**src/rtl/led_fader_pkg.sv**
```systemverilog
// Shared types and defaults for the LED fader: FSM state encoding and default widths.
// The optional gamma build is selected with LED_FADER_GAMMA_EN (see led_fader.sv).
package led_fader_pkg;

    typedef enum logic [1:0] {
        ST_OFF  = 2'd0,
        ST_RISE = 2'd1,
        ST_ON   = 2'd2,
        ST_FALL = 2'd3
    } state_e;

    localparam int DEFAULT_PWM_BITS    = 8;
    localparam int DEFAULT_STEP_CYCLES = 4;

    // Width of a counter that must hold values 0..count-1 (at least one bit).
    function automatic int count_width(input int count);
        return (count > 1) ? $clog2(count) : 1;
    endfunction

endpackage

```
**src/rtl/led_fader_pwm.sv**
```systemverilog
// PWM generator: free-running counter over 0..2^PwmBits-2, duty latched only at the
// period boundary so a duty change never produces a truncated or stretched pulse.
module led_fader_pwm #(
    parameter int PwmBits = 8
) (
    input  logic               clk_i,
    input  logic               rst_i,
    input  logic [PwmBits-1:0] duty_shadow,
    output logic               pwm
);

    // Last counter value; period is 2^PwmBits-1 so full-scale duty is a constant high.
    localparam logic [PwmBits-1:0] CNT_LAST = {{(PwmBits-1){1'b1}}, 1'b0};
    localparam logic [PwmBits-1:0] CNT_ONE  = PwmBits'(1);

    logic [PwmBits-1:0] cnt_reg;
    logic [PwmBits-1:0] cnt_next;
    logic [PwmBits-1:0] duty_active_reg;
    logic [PwmBits-1:0] duty_active_next;
    logic               pwm_reg;
    logic               pwm_next;
    logic               wrap;

    always_comb begin
        wrap             = (cnt_reg == CNT_LAST);
        cnt_next         = wrap ? '0 : (cnt_reg + CNT_ONE);
        duty_active_next = wrap ? duty_shadow : duty_active_reg;
        pwm_next         = (cnt_reg < duty_active_reg);
    end

    always_ff @(posedge clk_i) begin
        if (rst_i) begin
            cnt_reg         <= '0;
            duty_active_reg <= '0;
            pwm_reg         <= 1'b0;
        end else begin
            cnt_reg         <= cnt_next;
            duty_active_reg <= duty_active_next;
            pwm_reg         <= pwm_next;
        end
    end

    assign pwm = pwm_reg;

endmodule

```
**src/rtl/led_fader.sv**
```systemverilog
// LED fader top: OFF/RISE/ON/FALL ramp FSM, step prescaler, brightness register and
// duty mapping. Define LED_FADER_GAMMA_EN for a squared (gamma-corrected) duty curve.
module led_fader
    import led_fader_pkg::*;
#(
    parameter int PwmBits    = DEFAULT_PWM_BITS,
    parameter int StepCycles = DEFAULT_STEP_CYCLES
) (
    input  logic               clk_i,
    input  logic               rst_i,
    input  logic               level_i,
    output logic               pwm_o,
    output logic [PwmBits-1:0] brightness_o,
    output logic               busy_o
);

    localparam int                  PRESC_W     = count_width(StepCycles);
    localparam logic [PRESC_W-1:0]  PRESC_LAST  = PRESC_W'(StepCycles - 1);
    localparam logic [PRESC_W-1:0]  PRESC_ONE   = PRESC_W'(1);
    localparam logic [PwmBits-1:0]  BRIGHT_MAX  = {PwmBits{1'b1}};
    localparam logic [PwmBits-1:0]  BRIGHT_ONE  = PwmBits'(1);
    localparam logic [PwmBits-1:0]  BRIGHT_LAST = BRIGHT_MAX - BRIGHT_ONE;

    state_e             state_reg;
    state_e             state_next;
    logic [PRESC_W-1:0] presc_reg;
    logic [PRESC_W-1:0] presc_next;
    logic [PwmBits-1:0] brightness_reg;
    logic [PwmBits-1:0] brightness_next;
    logic               busy_reg;
    logic               busy_next;
    logic               step_tick;
    logic [PwmBits-1:0] duty_shadow;

    // State register: FSM state, prescaler, brightness and busy flag update together.
    always_ff @(posedge clk_i) begin
        if (rst_i) begin
            state_reg      <= ST_OFF;
            presc_reg      <= '0;
            brightness_reg <= '0;
            busy_reg       <= 1'b0;
        end else begin
            state_reg      <= state_next;
            presc_reg      <= presc_next;
            brightness_reg <= brightness_next;
            busy_reg       <= busy_next;
        end
    end

    // Next-state logic. A ramp reversal keeps the current brightness; only the
    // tick that lands on an end value completes the ramp, on that same edge.
    always_comb begin
        state_next      = state_reg;
        brightness_next = brightness_reg;
        step_tick       = (presc_reg == PRESC_LAST);

        unique case (state_reg)
            ST_OFF: begin
                if (level_i) state_next = ST_RISE;
            end
            ST_RISE: begin
                if (!level_i) begin
                    state_next = ST_FALL;
                end else if (step_tick) begin
                    if (brightness_reg == BRIGHT_LAST || brightness_reg == BRIGHT_MAX) begin
                        brightness_next = BRIGHT_MAX;
                        state_next      = ST_ON;
                    end else begin
                        brightness_next = brightness_reg + BRIGHT_ONE;
                    end
                end
            end
            ST_ON: begin
                if (!level_i) state_next = ST_FALL;
            end
            ST_FALL: begin
                if (level_i) begin
                    state_next = ST_RISE;
                end else if (brightness_reg == '0) begin
                    state_next = ST_OFF;
                end else if (step_tick) begin
                    brightness_next = brightness_reg - BRIGHT_ONE;
                    if (brightness_reg == BRIGHT_ONE) state_next = ST_OFF;
                end
            end
            default: state_next = ST_OFF;
        endcase

        // Prescaler restarts on every state change so the first step lands
        // StepCycles cycles after entering a ramp; it idles at 0 when not ramping.
        if (state_next != state_reg || step_tick ||
            state_reg == ST_OFF || state_reg == ST_ON) begin
            presc_next = '0;
        end else begin
            presc_next = presc_reg + PRESC_ONE;
        end
    end

    // Output logic: busy follows the next state so it is registered alongside it,
    // and the shadow duty is derived from the registered brightness.
`ifdef LED_FADER_GAMMA_EN
    logic [2*PwmBits-1:0] bright_sq;
`endif

    always_comb begin
        busy_next = (state_next == ST_RISE) || (state_next == ST_FALL);
`ifdef LED_FADER_GAMMA_EN
        bright_sq = {{PwmBits{1'b0}}, brightness_reg} * {{PwmBits{1'b0}}, brightness_reg};
        if (brightness_reg == BRIGHT_MAX) begin
            duty_shadow = BRIGHT_MAX;
        end else begin
            duty_shadow = bright_sq[2*PwmBits-1:PwmBits];
        end
`else
        duty_shadow = brightness_reg;
`endif
    end

    led_fader_pwm #(
        .PwmBits(PwmBits)
    ) u_pwm (
        .clk_i      (clk_i),
        .rst_i      (rst_i),
        .duty_shadow(duty_shadow),
        .pwm        (pwm_o)
    );

    assign brightness_o = brightness_reg;
    assign busy_o       = busy_reg;

endmodule

```
**config.mk**
```make
export PLATFORM = sky130hd
export DESIGN_NAME = led_fader
export DESIGN_NICKNAME = d
export VERILOG_FILES = /design/src/rtl/led_fader_pkg.sv /design/src/rtl/led_fader_pwm.sv /design/src/rtl/led_fader.sv
export SDC_FILE = /design/constraint.sdc
export NUM_CORES = 1
export LEC_CHECK = 0
export BUFFER_PORTS_ARGS = -buffer_cell sky130_fd_sc_hd__buf_4
export CORE_MARGIN = 2
export CORE_UTILIZATION = 50
export CTS_CLUSTER_DIAMETER = 60
export DETAILED_ROUTE_END_ITERATION = 12
export PLACE_DENSITY = 0.68
export REMOVE_ABC_BUFFERS = 1
export SLEW_MARGIN = 15
export SYNTH_ARGS = -nofsm -noshare
export SYNTH_HDL_FRONTEND = slang
export SYNTH_SLANG_ARGS = --single-unit
```
**constraint.sdc**
```tcl
create_clock -name clk_i -period 2.36 [get_ports clk_i]
set_input_delay 0.118 -clock clk_i [delete_from_list [all_inputs] [get_ports clk_i]]
set_output_delay 0.118 -clock clk_i [all_outputs]
set_load 0.02 [all_outputs]
```
-- After elaboration in Yosys (flattened, before gate mapping)
Index checks and enable logic that the tools add are counted.
- word-level logic and storage cells: 56
- input port bits: 3
- output and inout bits: 10
- register bits: 30
- bits in read-only memories: 0
- bits in writable memories: 0
- memories kept: 0
- bits in latches: 0
- shift-type cells: 0
- add/subtract/negate cells: 4
- reductions and logical operators: 11
- bitwise operators: 0
- multipliers: 0
- divide/modulo/power cells: 0
- magnitude comparators: 1
- eq/ne operators: 16
- multiplexer cells: 17
- operators with widths (cell ; count):
    2-to-1 mux 8 bit ; 6
    equality test 8 bit, second input constant ; 3
    2-to-1 mux 2 bit ; 9
    adder 8 x 1 -> 8 bit, second input constant ; 2
    case mux 8 bit (2 select lines) ; 1
    != test 2 bit, second input constant ; 5
    equality test 2 bit, second input constant ; 4
    equality test 8 x 1 -> 1 bit, second input constant ; 1
    zero test 8 bit ; 1
    < comparator 8 bit ; 1
    case mux 2 bit (4 select lines) ; 1
    subtractor 8 x 1 -> 8 bit, second input constant ; 1
    AND reduction 6 bit ; 1
    logical OR 1 bit ; 5
    equality test 2 x 1 -> 1 bit, second input constant ; 2
    OR reduction 2 bit ; 2
    adder 2 x 1 -> 2 bit, second input constant ; 1
    zero test 2 bit ; 1
    != test 2 bit ; 1
    nonzero test 2 bit ; 1

-- Longest topological paths before layout
- depth in word-level cells: 11
- mapped depth: 8
- gate-level depth less buffers: 7

-- Cells and area by module
Synthesis repeated with hierarchy kept, for this count alone.
- cells, all modules: 225
- area, all modules: 1899.3 um2
- modules (own cells, without submodules) (module ; seq. area each (um2) ; instances ; cells an instance ; area each (um2)):
    led_fader ; 260.2 ; 1 ; 128 ; 1016.0
    led_fader_pwm ; 340.3 ; 1 ; 97 ; 883.3

-- Least setup slack after synthesis
No wires, ideal clock.
- kind: flip-flop to flip-flop
- start: register brightness_reg[0], in the netlist brightness_o[0]
- end: register brightness_reg[5], in the netlist brightness_o[5]
- path buffers: 1
- data arrival time: 2216 ps
- cell stages (with the launch flop): 8
- period minus slack after synthesis: 2287 ps
- required time: 2289 ps
- library setup time: 71 ps
- path slack: 73 ps
- cell sequence: dfxtp_1 clkbuf_1 inv_1 ha_1 nor4bb_1 a211o_1 or4_1 a21oi_1
- longest elaborated chain between the ends: 6
- elaborated cells between the ends (all ways): 15
- classes of those cells: add/sub (2); eq/ne (3); mux (7); reduce/logical (3)
- RTL lines (item ; RTL line ; RTL):
    start: declaration ; led_fader.sv:28 ; logic [PwmBits-1:0] brightness_reg;
    start signal: assignment ; led_fader.sv:45 ; brightness_reg <= brightness_next;
    parallel branches: the longest is 6 deep, another holds subtractor 8 x 1 -> 8 bit ; n/a ;
Several ways; the timed one is not identified. The select of a mux whose other input is x is not followed.
A chain may end at the register's enable or synchronous reset.

-- Final worst setup path
Ends and elaborated chain as after synthesis.

==> metrics.cfg <==
[outcome]
status=complete, no violations

[yosys]
synth_top_family_by_area=simple AND/OR/NAND/NOR gates
synth_xor_area_share_pct=4.21
synth_ff_type=dfxtp_1
synth-seq-cells=29
synth_compound_area_share_pct=17.7
netlist_area_um2=1660
yosysWarnings=0
synth_fa_ha_area_share_pct=11.3
ys_seq_area_share_pct=34.9
synth_cell_types=44
synth-edff-count=0
synth_mux_area_share_pct=4.82
synthSimpleGateAreaFrac_pct=21.3
async_reset_ff_share_pct=0
postSynthCellCount=196
avgSynthCellArea_um2=8.48

[sta]
rsz0062_at_grt=no
period_needed_ns=1.92
fin_crit_sh_pct=81.3
hold_ws_ns=0.137
max_clock_freq_mhz=521
finalSetupViolCount=0
tns_ns=0
slew_viol_final=0
hold_viol=0
skew_ns=0.00242
max_slew_margin_pct=66.6
tightest_slew_ns=0.497

[finish]
mostFrequentLayoutCells=dfxtp_1 (29), nor2_1 (27), buf_4 (16), ha_1 (15), a21oi_1 (14)
syn_to_final_growth_pct=12.1
antennaDiodeCount=0
final_common_cell=dfxtp_1
drive_gt1_share_pct=12.0
nets=225

[cts]
holdBufCountCts=0
cts_tree=yes
clock_sinks=29
post_cts_buffers=0
clk_pin_slew_ns=0.09
cts_buffers=5
cts-resized-gates=0
clockRootBuffer=clkbuf_4
cts_buffer_depth=2
h-tree-depth=2
worstSkewPairLatency_ns=0.32

[grt]
grt_pass1_wl_mm=5.95
grt_pass1_vias=1287
overflow=0
grt_max_degree=23
grt_util_all_layers_pct=21.4
antenna_found_initial=0

[floorplan]
die_x_um=61.7
initial_core_util_pct=53.6
die_y_um=61.7
fp-row-count=20
die_area_um2=3800
io_pins=13
coreArea_um2=3100

[critical_path]
cp.required_ns=2.62
startpoint=brightness_o[0]
cp-end-kind=flop
critical-path-max-stage-delay_ns=0.52
cp.arrival_ns=2.18
cp_cell_sequence=inv_1 -> ha_1 -> nor4bb_1 -> a211o_1 -> or4_1 -> a21oi_1
critPathSlowestCell=or4_1
cp_max_fo=8
crit_type=reg2reg
start_kind=flop
r2r-start=brightness_o[0]

[drt]
drt-total-wl_mm=3.42
final_antenna_net_count=0
vias_per_cell=5.61
drc=0
vias=1414
wl_per_cell_um=13.6
drtPass1Iterations=4
drt_iter0_markers=60

[power]
ir_worst_vdd_mv=0.353
p_per_area_nw_per_um2=553
p_leak_nw=0.715

[placement]
gp_congestion=0.842
io_buffers=12
hpwl_mm=2.43

[job]
maxCapViolations=0

[worst_hold_path]
hold_path.class=in2reg
holdCritStartpoint=rst_i

## through the flow
stage / cells / total power [mW] / util (%) / worst slack, ns / cell area (um2)
3_5_place_dp: 244 / 0.621 / 57.3 / 0.455 / 1780
4_1_cts: 252 / 1.04 / 60.1 / 0.442 / 1860
3_3_place_gp: 244 / 0.618 / 57.3 / 0.514 / 1780
6_report: 252 / 1.03 / 60.1 / 0.442 / 1860
5_1_grt: 252 / 1.08 / 60.1 / 0.343 / 1860
2_1_floorplan: 184 / 0.589 / - / 0.178 / 1600
## per-layer routing
layer  wire [um]  GRT usage (%)  share of wire (%)  up-vias
li1            -              -                  -      723
met1        1770           29.9                 52      652
met2        1470           30.8                 43       34
met3         153           7.35                4.5        5
met4          27           6.69               0.79        0
met5           0              0                  0        -
## logic make-up (layout without fill, tap and decap cells)
logic type | Yosys count | count (layout)
compound gates | 44 | 44
xor+xnor | 8 | 8
fa+ha+maj | 15 | 15
buf+inv | 22 | 34
flops | 29 | 29
mux | 8 | 8
simple gates | 70 | 70
## worst paths after layout
kind                                                  to  slack [ns]  depth (start not counted)
worst max-delay path                     brightness_o[5]        0.44                          6
worst min-delay path            u_pwm.duty_active_reg[6]        0.14                          2
worst max register to register           brightness_o[5]        0.44                          6
worst min register to register              presc_reg[0]        0.44                          1
## cells in the mapped netlist (2+ instances only)
cell type	count	area (um2)
nand2_1	6	22.5
nand3_1	10	50.1
mux2i_1	8	80.1
nor4_1	2	12.5
a211oi_1	3	22.5
and3_1	2	12.5
xor2_1	5	43.8
a21o_1	2	15.0
xnor2_1	3	26.3
dfxtp_1	29	581
a311oi_1	2	17.5
a211o_1	4	35.0
buf_2	5	25.0
or2b_1	2	15.0
or3_1	2	12.5
nor2_1	27	101
o21ai_0	6	30.0
nand4_1	6	37.5
nor3_1	2	10.0
inv_1	10	37.5
ha_1	15	188
a31oi_1	3	18.8
nand2b_1	2	12.5
a21oi_1	14	70.1
clkbuf_1	6	22.5
and2_1	2	12.5
## critical path: cells and delay by family (launching register included)
kind	cells	cell delay (ns)
buffers and inverters	1	0.07
flip-flops	1	0.34
AND/OR/NAND/NOR	2	0.68
AO/OA/AOI/OAI	2	0.56
adder cells (fa/ha/maj)	1	0.20
## report_power, final
group | leakage (nW) | total (mW) | switching (mW) | internal, mW
combinational | 0.435 | 0.0877 | 0.0485 | 0.0392
sequential | 0.235 | 0.523 | 0.0215 | 0.502
clock | 0.0455 | 0.420 | 0.167 | 0.253
## cell type report
type | instances | area, um2
fill | 295 | 1240
tap | 44 | 55.1
multi-input combinational | 145 | 986
sequential | 29 | 581
clock buffer | 7 | 55.1
inverter | 10 | 37.5
timing repair buffer | 16 | 120
clock inverter | 1 | 30.0
(Power assumes the default switching activity.)
